===== src/rtl/pipeline_cpu_pkg.sv =====
// Shared constants, UART state encoding and the active-low 7-segment glyph table
// used by the UART receiver and the pipelined adder top level.
package pipeline_cpu_pkg;

  localparam int DEF_CLK_FREQ = 50_000_000;
  localparam int DEF_BAUD     = 9600;

  function automatic int calc_baud_div(input int clk_freq, input int baud);
    return clk_freq / baud;
  endfunction

  localparam int DEF_BAUD_DIV = calc_baud_div(DEF_CLK_FREQ, DEF_BAUD);

  typedef enum logic [1:0] {
    IDLE  = 2'd0,
    START = 2'd1,
    DATA  = 2'd2,
    STOP  = 2'd3
  } uart_state_e;

  // Glyph bit order is {g,f,e,d,c,b,a}, segments lit when 0
  function automatic logic [6:0] hex_glyph(input logic [3:0] i_nib);
    logic [6:0] g;
    case (i_nib)
      4'h0:    g = 7'h40;
      4'h1:    g = 7'h79;
      4'h2:    g = 7'h24;
      4'h3:    g = 7'h30;
      4'h4:    g = 7'h19;
      4'h5:    g = 7'h12;
      4'h6:    g = 7'h02;
      4'h7:    g = 7'h78;
      4'h8:    g = 7'h00;
      4'h9:    g = 7'h10;
      4'hA:    g = 7'h08;
      4'hB:    g = 7'h03;
      4'hC:    g = 7'h46;
      4'hD:    g = 7'h21;
      4'hE:    g = 7'h06;
      4'hF:    g = 7'h0E;
      default: g = 7'h40;
    endcase
    return g;
  endfunction

endpackage


===== src/rtl/uart_rx.sv =====
// 8N1 UART receiver: input synchronizer, start-bit glitch rejection and stop-bit
// framing check; emits a one-cycle valid pulse per good byte.
module uart_rx
  import pipeline_cpu_pkg::*;
#(
  parameter int BAUD_DIV = DEF_BAUD_DIV
) (
  input  logic       clk,
  input  logic       rst,
  input  logic       i_rxd,
  output logic       o_rx_valid,
  output logic [7:0] o_rx_data
);

  localparam int            CW   = $clog2(BAUD_DIV + 1);
  localparam logic [CW-1:0] HALF = CW'(BAUD_DIV / 2 - 1);
  localparam logic [CW-1:0] FULL = CW'(BAUD_DIV - 1);
  localparam logic [CW-1:0] ONE  = CW'(1);

  logic          r_rxd_meta, r_rxd_sync, r_rxd_prev;
  uart_state_e   r_state, w_state_nxt;
  logic [CW-1:0] r_cnt, w_cnt_nxt;
  logic [2:0]    r_bit, w_bit_nxt;
  logic [7:0]    r_shift, w_shift_nxt;
  logic          r_valid, w_valid_nxt;

  always_comb begin
    w_state_nxt = r_state;
    w_cnt_nxt   = r_cnt + ONE;
    w_bit_nxt   = r_bit;
    w_shift_nxt = r_shift;
    w_valid_nxt = 1'b0;
    case (r_state)
      IDLE: begin
        w_cnt_nxt = '0;
        if (r_rxd_prev && !r_rxd_sync) w_state_nxt = START;
        else                           w_state_nxt = IDLE;
      end
      START: begin
        // Line back high at mid-start means a glitch, not a frame
        if (r_cnt == HALF) begin
          w_cnt_nxt   = '0;
          w_bit_nxt   = 3'd0;
          w_state_nxt = r_rxd_sync ? IDLE : DATA;
        end else begin
          w_state_nxt = START;
        end
      end
      DATA: begin
        if (r_cnt == FULL) begin
          w_cnt_nxt   = '0;
          w_shift_nxt = {r_rxd_sync, r_shift[7:1]};
          if (r_bit == 3'd7) w_state_nxt = STOP;
          else               w_bit_nxt   = r_bit + 3'd1;
        end else begin
          w_state_nxt = DATA;
        end
      end
      STOP: begin
        if (r_cnt == FULL) begin
          w_state_nxt = IDLE;
          w_valid_nxt = r_rxd_sync;
        end else begin
          w_state_nxt = STOP;
        end
      end
      default: w_state_nxt = IDLE;
    endcase
  end

  always_ff @(posedge clk or posedge rst) begin
    if (rst) begin
      r_rxd_meta <= 1'b1;
      r_rxd_sync <= 1'b1;
      r_rxd_prev <= 1'b1;
      r_state    <= IDLE;
      r_cnt      <= '0;
      r_bit      <= 3'd0;
      r_shift    <= 8'h00;
      r_valid    <= 1'b0;
    end else begin
      r_rxd_meta <= i_rxd;
      r_rxd_sync <= r_rxd_meta;
      r_rxd_prev <= r_rxd_sync;
      r_state    <= w_state_nxt;
      r_cnt      <= w_cnt_nxt;
      r_bit      <= w_bit_nxt;
      r_shift    <= w_shift_nxt;
      r_valid    <= w_valid_nxt;
    end
  end

  assign o_rx_valid = r_valid;
  assign o_rx_data  = r_shift;

endmodule


===== src/rtl/pipeline_cpu.sv =====
// Receives bytes over UART, adds the switch operand in a 3-stage pipeline, shows
// operand and result on four 7-segment digits and LEDs, and echoes the result on TX.
module pipeline_cpu
  import pipeline_cpu_pkg::*;
#(
  parameter int CLK_FREQ = DEF_CLK_FREQ,
  parameter int BAUD     = DEF_BAUD
) (
  input  logic       clk,
  input  logic       reset,
  input  logic [7:0] switch,
  output logic [6:0] digi1,
  output logic [6:0] digi2,
  output logic [6:0] digi3,
  output logic [6:0] digi4,
  output logic [7:0] led,
  output logic       txd,
  input  logic       rxd
);

  localparam int            BAUD_DIV = calc_baud_div(CLK_FREQ, BAUD);
  localparam int            CW       = $clog2(BAUD_DIV + 1);
  localparam logic [CW-1:0] FULL     = CW'(BAUD_DIV - 1);
  localparam logic [CW-1:0] ONE      = CW'(1);

  logic       w_rx_valid;
  logic [7:0] w_rx_data;
  logic [7:0] r_sw_meta, r_sw_sync;
  logic [7:0] r_a1, r_a2, r_r2, r_led;
  logic       r_v1, r_v2;
  logic [6:0] r_digi1, r_digi2, r_digi3, r_digi4;

  uart_state_e   r_tx_state, w_tx_state_nxt;
  logic [CW-1:0] r_tx_cnt, w_tx_cnt_nxt;
  logic [2:0]    r_tx_bit, w_tx_bit_nxt;
  logic [7:0]    r_tx_shift, w_tx_shift_nxt;
  logic [7:0]    r_pend, w_pend_nxt;
  logic          r_pend_v, w_pend_v_nxt;
  logic          r_txd, w_txd_nxt;

  uart_rx #(.BAUD_DIV(BAUD_DIV)) u_rx (
    .clk        (clk),
    .rst        (reset),
    .i_rxd      (rxd),
    .o_rx_valid (w_rx_valid),
    .o_rx_data  (w_rx_data)
  );

  always_ff @(posedge clk or posedge reset) begin
    if (reset) begin
      r_sw_meta <= 8'h00;
      r_sw_sync <= 8'h00;
      r_a1      <= 8'h00;
      r_v1      <= 1'b0;
      r_a2      <= 8'h00;
      r_r2      <= 8'h00;
      r_v2      <= 1'b0;
      r_led     <= 8'h00;
      r_digi1   <= 7'h40;
      r_digi2   <= 7'h40;
      r_digi3   <= 7'h40;
      r_digi4   <= 7'h40;
    end else begin
      r_sw_meta <= switch;
      r_sw_sync <= r_sw_meta;
      r_v1      <= w_rx_valid;
      if (w_rx_valid) r_a1 <= w_rx_data;
      r_v2      <= r_v1;
      if (r_v1) begin
        r_a2 <= r_a1;
        r_r2 <= r_a1 + r_sw_sync;
      end
      if (r_v2) begin
        r_led   <= r_r2;
        r_digi4 <= hex_glyph(r_a2[7:4]);
        r_digi3 <= hex_glyph(r_a2[3:0]);
        r_digi2 <= hex_glyph(r_r2[7:4]);
        r_digi1 <= hex_glyph(r_r2[3:0]);
      end
    end
  end

  // A fresh result always lands in the pending slot first, so a byte offered in
  // the same cycle a stop bit ends is launched straight away.
  always_comb begin
    w_tx_state_nxt = r_tx_state;
    w_tx_cnt_nxt   = r_tx_cnt + ONE;
    w_tx_bit_nxt   = r_tx_bit;
    w_tx_shift_nxt = r_tx_shift;
    w_pend_nxt     = r_pend;
    w_pend_v_nxt   = r_pend_v;
    if (r_v2) begin
      w_pend_nxt   = r_r2;
      w_pend_v_nxt = 1'b1;
    end else begin
      w_pend_v_nxt = r_pend_v;
    end
    case (r_tx_state)
      IDLE: begin
        w_tx_cnt_nxt = '0;
        if (w_pend_v_nxt) begin
          w_tx_state_nxt = START;
          w_tx_shift_nxt = w_pend_nxt;
          w_pend_v_nxt   = 1'b0;
        end else begin
          w_tx_state_nxt = IDLE;
        end
      end
      START: begin
        if (r_tx_cnt == FULL) begin
          w_tx_cnt_nxt   = '0;
          w_tx_bit_nxt   = 3'd0;
          w_tx_state_nxt = DATA;
        end else begin
          w_tx_state_nxt = START;
        end
      end
      DATA: begin
        if (r_tx_cnt == FULL) begin
          w_tx_cnt_nxt = '0;
          if (r_tx_bit == 3'd7) begin
            w_tx_state_nxt = STOP;
          end else begin
            w_tx_bit_nxt   = r_tx_bit + 3'd1;
            w_tx_shift_nxt = {1'b0, r_tx_shift[7:1]};
          end
        end else begin
          w_tx_state_nxt = DATA;
        end
      end
      STOP: begin
        if (r_tx_cnt == FULL) begin
          w_tx_cnt_nxt = '0;
          if (w_pend_v_nxt) begin
            w_tx_state_nxt = START;
            w_tx_shift_nxt = w_pend_nxt;
            w_pend_v_nxt   = 1'b0;
          end else begin
            w_tx_state_nxt = IDLE;
          end
        end else begin
          w_tx_state_nxt = STOP;
        end
      end
      default: w_tx_state_nxt = IDLE;
    endcase
    case (w_tx_state_nxt)
      START:   w_txd_nxt = 1'b0;
      DATA:    w_txd_nxt = w_tx_shift_nxt[0];
      default: w_txd_nxt = 1'b1;
    endcase
  end

  always_ff @(posedge clk or posedge reset) begin
    if (reset) begin
      r_tx_state <= IDLE;
      r_tx_cnt   <= '0;
      r_tx_bit   <= 3'd0;
      r_tx_shift <= 8'h00;
      r_pend     <= 8'h00;
      r_pend_v   <= 1'b0;
      r_txd      <= 1'b1;
    end else begin
      r_tx_state <= w_tx_state_nxt;
      r_tx_cnt   <= w_tx_cnt_nxt;
      r_tx_bit   <= w_tx_bit_nxt;
      r_tx_shift <= w_tx_shift_nxt;
      r_pend     <= w_pend_nxt;
      r_pend_v   <= w_pend_v_nxt;
      r_txd      <= w_txd_nxt;
    end
  end

  assign led   = r_led;
  assign digi1 = r_digi1;
  assign digi2 = r_digi2;
  assign digi3 = r_digi3;
  assign digi4 = r_digi4;
  assign txd   = r_txd;

endmodule


===== config.mk =====
export PLATFORM = sky130hd
export DESIGN_NAME = pipeline_cpu
export DESIGN_NICKNAME = d
export VERILOG_FILES = /design/src/rtl/pipeline_cpu_pkg.sv /design/src/rtl/uart_rx.sv /design/src/rtl/pipeline_cpu.sv
export SDC_FILE = /design/constraint.sdc
export NUM_CORES = 1
export LEC_CHECK = 0
export CAP_MARGIN = 20
export CORE_MARGIN = 3
export CORE_UTILIZATION = 40
export CTS_CLUSTER_DIAMETER = 60
export CTS_CLUSTER_SIZE = 28
export DETAILED_ROUTE_END_ITERATION = 10
export PLACE_DENSITY = 0.64
export SLEW_MARGIN = 20
export SYNTH_ARGS = -nofsm -noshare
export SYNTH_HDL_FRONTEND = slang
export SYNTH_SLANG_ARGS = --single-unit

===== constraint.sdc =====
create_clock -name clk -period 13.12 [get_ports clk]
set_input_delay 2.624 -clock clk [delete_from_list [all_inputs] [get_ports clk]]
set_output_delay 2.624 -clock clk [all_outputs]
set_load 0.01 [all_outputs]

==> flow_summary.yaml, run 1 <==
outcome:
  status: "completed"
synthesis:
  synthCells: 691
  synth_flop_cell: "dfrtp_1"
  ys_ff_latch: 144
  ys_top_cells_by_count: "136 x dfrtp_1, 90 x nor2_1, 58 x nand2_1"
  synth-seq-area-share: 0.506
  synth.most_common_cell: "dfrtp_1"
  yosysUniqueCellTypes: 59
  yosysTopAreaCell: "dfrtp_1"
  syn_area_per_cell_sq_um: 10.3
  synthArstFlopShare: 1.00
  syn_area_sq_mm: 0.00714
  synthDominantCellAreaShare: 0.476
  yosys-top-cells-area: "dfrtp_1 48%, ha_1 7.5%, mux2_2 5.4%"
  syn_nets: 746
  synth-edff-count: 0
  yosys_warnings: 0
sta:
  setup_tns_ns: 0
  finClkSkew_ns: 0.00872
  drv_slew: 0
  final-setup-viol-count: 0
  worstMarginPinSlew_ns: 0.952
  fin_crit_sh: 0.312
  period_needed_ns: 4.10
  setup_slack_ns: 9.02
  rsz0062_at_grt: "false"
  slew_headroom: 0.366
  clock.fmax_ghz: 0.244
  hold_viol_final: 0
grt:
  grt-ovfl-total: 0
  grt_pass1_vias: 5054
  met1_usage: 0.192
  grt_pass1_wl_microns: 24200
  antenna_found_initial: 0
  grt_use_total: 0.151
  grt_max_degree: 80
  grt_use_met3: 0.0392
  grt_util_met2: 0.249
  busiest_layer: "met2"
setup_path:
  cp_slowest_cell: "dfstp_2"
  worst_setup_path_start_kind: "register"
  cp_cell_sequence: "clkdlybuf4s50_1"
  end_kind: "output port"
  worst-path-buf-inv: 1
  path_class: "reg -> out"
  arrival_ns: 1.48
  cp.required_ns: 10.50
  worstPathMaxFanout: 2
  cp_top_family: "flip-flops"
  max_stage_delay_ns: 0.53
drt:
  first_iter_violations: 232
  firstDrtPassIters: 4
  ant_nets: 0
  finalWirelength_microns: 13900
  drc: 0
  avgRoutedWirePerCell_microns: 14.3
  vias: 4941
  via_per_inst: 5.11
final_layout:
  drive_above_1_share: 0.123
  area_growth_pct: 17.8
  final_area_sq_mm: 0.00842
  utilization: 0.483
  antenna_cells: 0
  fin_nets: 783
placed_design:
  postPlaceCellArea_sq_mm: 0.00779
  place.gp.congestion: 0.827
  hpwlAfterDp_microns: 9540
  port_buffers: 47
  place_ws_ns: 8.48
power:
  ir_worst_vdd_uv: 104
  p_total_mw: 0.988
  power_density_mw_per_mm2: 117
  p_leak_nw: 3.69
clocking:
  cts_max_level: 4
  ctsResizeCount: 0
  clock-root-buffer: "clkbuf_16"
  hold_buffers: 0
  clk_pin_slew_ns: 0.06
  cts_tree: "done"
  clk_latency_ns: 0.42
  clock_sinks: 144
  cts_setup_buffers: 0
  clockBufferDepth: 2
  numCtsBuffers: 17
floorplan:
  die_area_sq_mm: 0.0195
  core-area_sq_mm: 0.0174
  initial_core_util: 0.410
  die_w_microns: 140
  row_count: 48
  die_y_microns: 140
  pin_count: 48
worst_hold_path:
  hp-class: "reg -> reg"
flow_run:
  max-cap-violations: 0
-- cell usage in the layout, fill, tap and decap left out, types with 17 or more instances in the layout --
cell type and instances:
clkbuf_16 17, inv_1 40, o21ai_0 38, clkdlybuf4s50_1 47, mux2_2 34, ha_1 43, nand2_1 58, dfrtp_1 135
nor2_1 90, a21oi_1 53
-- path summary, 6_finish.rpt --
path | slack (ns) | end | cells past startpoint | start
max | 9.02 | digi2[6] | 1 | digi2[6]$_DFFE_PP1P_
min | 0.35 | r_sw_sync[0]$_DFF_PP0_ | 0 | r_sw_meta[0]$_DFF_PP0_
max reg2reg | 10.75 | r_tx_shift[7]$_DFFE_PP0P_ | 7 | r_tx_cnt[0]$_DFF_PP0_
min reg2reg | 0.35 | r_sw_sync[0]$_DFF_PP0_ | 0 | r_sw_meta[0]$_DFF_PP0_
max in group asynchronous | 9.36 | u_rx.r_rxd_meta$_DFF_PP1_ | 4 | reset
min in group asynchronous | 2.65 | led[6]$_DFFE_PP0P_ | 2 | reset
-- final cells by class --
class | count | area [sq um]
clock buffers | 22 | 464
clock inverters | 10 | 135
fillers | 1598 | 9000
inverters | 41 | 159
multi-input cells | 474 | 3250
flip-flops and latches | 144 | 3610
well taps | 225 | 282
repair buffers | 50 | 513
-- cell families (layout without fill, tap and decap cells) --
group / count (synthesis) / in the layout / share of synthesized area
XOR/XNOR: 26 / 26 / 0.0319
AND/OR/NAND/NOR: 218 / 218 / 0.147
flip-flops: 144 / 144 / 0.506
multiplexers: 52 / 52 / 0.0841
adder cells (fa/ha/maj): 44 / 44 / 0.0781
AO/OA/AOI/OAI: 134 / 134 / 0.114
buffers and inverters: 73 / 123 / 0.0396
-- stage by stage --
step | hold slack [ns] | cells
final | 0.347 | 966
after global routing | 0.352 | 966
after CTS | 0.349 | 965
after detailed placement | 0.335 | 933
after global placement | 0.337 | 933
after floorplan | 0.331 | 691
-- where the power goes --
part	internal (mW)	leakage, nW	switching, mW
sequential	0.456	1.94	0.0109
clock	0.308	0.294	0.178
combinational	0.0145	1.46	0.0206
-- per-layer routing --
metal,up-vias,part of all wire
li1,2451,-
met1,2413,0.46
met2,60,0.49
met3,17,0.029
met4,0,0.019
met5,-,0
-- state kept, by name (all words and copies together) (netlist names), 2 cells and up --
signal and flops:
digi1 7, digi2 7, digi3 7, digi4 7, led 8, r_a1 8, r_a2 8, r_pend 8
r_r2 8, r_sw_meta 8, r_sw_sync 8, r_tx_bit 3, r_tx_cnt 13, r_tx_shift 8, r_tx_state 2, u_rx.o_rx_data 8
u_rx.r_bit 3, u_rx.r_cnt 13, u_rx.r_state 2
No activity file was read; power rests on OpenSTA's default activity.
==> run 2, diff against run 1 <==
- clock period: 13.12 -> 4.18 ns (I/O delays scaled with it)
==> flow_summary.yaml, run 2 (synthesis gave the netlist of run 1 again) <==
placed_design:
  place_ws_ns: 1.89
  place.gp.congestion: 0.796
  postPlaceCellArea_sq_mm: 0.00781
  hpwlAfterDp_microns: 9390
  port_buffers: 47
power:
  p_total_mw: 3.32
  ir_worst_vdd_uv: 289
  p_leak_nw: 3.72
  power_density_mw_per_mm2: 391
grt:
  antenna_found_initial: 0
  grt_pass1_wl_microns: 23800
  grt-ovfl-total: 0
  grt_max_degree: 101
  grt_use_total: 0.148
  grt_pass1_vias: 5018
outcome:
  status: "completed"
clocking:
  clock-root-buffer: "clkbuf_16"
  clk_latency_ns: 0.42
  numCtsBuffers: 17
  hold_buffers: 0
  clk_pin_slew_ns: 0.06
  ctsResizeCount: 0
  cts_setup_buffers: 0
  cts_tree: "done"
  clockBufferDepth: 2
  cts_max_level: 4
  clock_sinks: 144
floorplan:
  die_w_microns: 140
  initial_core_util: 0.410
  die_area_sq_mm: 0.0195
  core-area_sq_mm: 0.0174
  die_y_microns: 140
  row_count: 48
  pin_count: 48
sta:
  hold_viol_final: 0
  final-setup-viol-count: 0
  whs_ns: 0.347
  clock.fmax_ghz: 0.429
  finClkSkew_ns: 0.00811
  setup_slack_ns: 1.85
  period_needed_ns: 2.33
  setup_tns_ns: 0
  rsz0062_at_grt: "false"
  drv_slew: 0
  fin_crit_sh: 0.558
  slew_headroom: 0.338
  worstMarginPinSlew_ns: 0.993
worst_hold_path:
  hp-class: "reg -> reg"
  whs_path_depth: 0
  hp-start: "r_sw_meta[4]$_DFF_PP0_"
  worstHoldEndpoint: "r_sw_sync[4]$_DFF_PP0_"
flow_run:
  max-cap-violations: 0
setup_path:
  cp_cell_sequence: "ha_1 -> and4b_1 -> nand3_4 -> a211oi_2 -> nor2_1 -> nor4_1 -> a211o_1"
  worst-path-buf-inv: 0
  end_kind: "register"
  cp_top_family: "simple AND/OR/NAND/NOR gates"
  path_class: "reg -> reg"
  cp.required_ns: 4.48
  reg2reg_depth: 7
  r2r-end: "r_tx_shift[7]$_DFFE_PP0P_"
  max_stage_delay_ns: 0.67
  r2r-start: "r_tx_cnt[0]$_DFF_PP0_"
  rrSetupSlack_ns: 1.85
  worst_setup_path_start_kind: "register"
  worstPathMaxFanout: 14
  cp_slowest_cell: "nor2_1"
  arrival_ns: 2.64
drt:
  via_per_inst: 5.09
  first_iter_violations: 343
  avgRoutedWirePerCell_microns: 14.2
  finalWirelength_microns: 13800
  ant_nets: 0
  firstDrtPassIters: 4
  vias: 4916
  drc: 0
final_layout:
  final_cell_mix: "135 x dfrtp_1, 90 x nor2_1, 58 x nand2_1"
  n_fill_cell: 1581
  final_area_sq_mm: 0.00850
  drive_above_1_share: 0.124
  area_growth_pct: 18.9
  fin_nets: 783
  mostFrequentLayoutCell: "dfrtp_1"
  reg.largest.list: "r_tx_cnt (13), u_rx.r_cnt (13)"
  antenna_cells: 0
## run 2: worst max path at each step
stage / slack (ns) / cells after the start / endpoint / start
floorplan: 1.55 / 1 / digi1[0]$_DFFE_PP0P_ / reset
global route: 1.67 / 7 / r_tx_shift[7]$_DFFE_PP0P_ / r_tx_cnt[0]$_DFF_PP0_
detailed placement: 1.89 / 7 / r_tx_shift[7]$_DFFE_PP0P_ / r_tx_cnt[0]$_DFF_PP0_
finish: 1.85 / 7 / r_tx_shift[7]$_DFFE_PP0P_ / r_tx_cnt[0]$_DFF_PP0_
CTS: 1.83 / 1 / digi4[6] / digi4[6]$_DFFE_PP1P_
global placement: 1.96 / 7 / r_tx_shift[7]$_DFFE_PP0P_ / r_tx_cnt[0]$_DFF_PP0_
## run 2: final cells by class
cell class	instances	area [sq um]	share of cell area
Inverter	41	158	0.0186
Sequential cell	144	3610	0.425
Multi-Input combinational cell	474	3250	0.382
Tap cell	225	282	0.0331
Clock buffer	23	488	0.0574
Clock inverter	9	201	0.0237
Timing Repair Buffer	50	505	0.0595
## run 2: power by group
group | leakage, nW | internal [mW] | switching [mW]
Clock | 0.334 | 1.18 | 0.564
Sequential | 1.94 | 1.43 | 0.0344
Combinational | 1.45 | 0.0455 | 0.0673
Total | 3.72 | 2.66 | 0.666
## run 2: metal layers
| layer | vias up | track usage | routed length [microns] | part of all wire |
|---|---|---|---|---|
| met5 | - | 0 | 0 | 0 |
| met4 | 0 | 0.0423 | 119 | 0.0086 |
| met3 | 10 | 0.0471 | 473 | 0.034 |
| met2 | 58 | 0.248 | 6810 | 0.49 |
| met1 | 2394 | 0.185 | 6360 | 0.46 |
| li1 | 2454 | - | - | - |
## run 2: metrics by stage
step / cells / util
after floorplan: 691 / -
after global placement: 934 / 0.448
after detailed placement: 934 / 0.448
after CTS: 966 / 0.488
after global routing: 966 / 0.488
final: 966 / 0.488
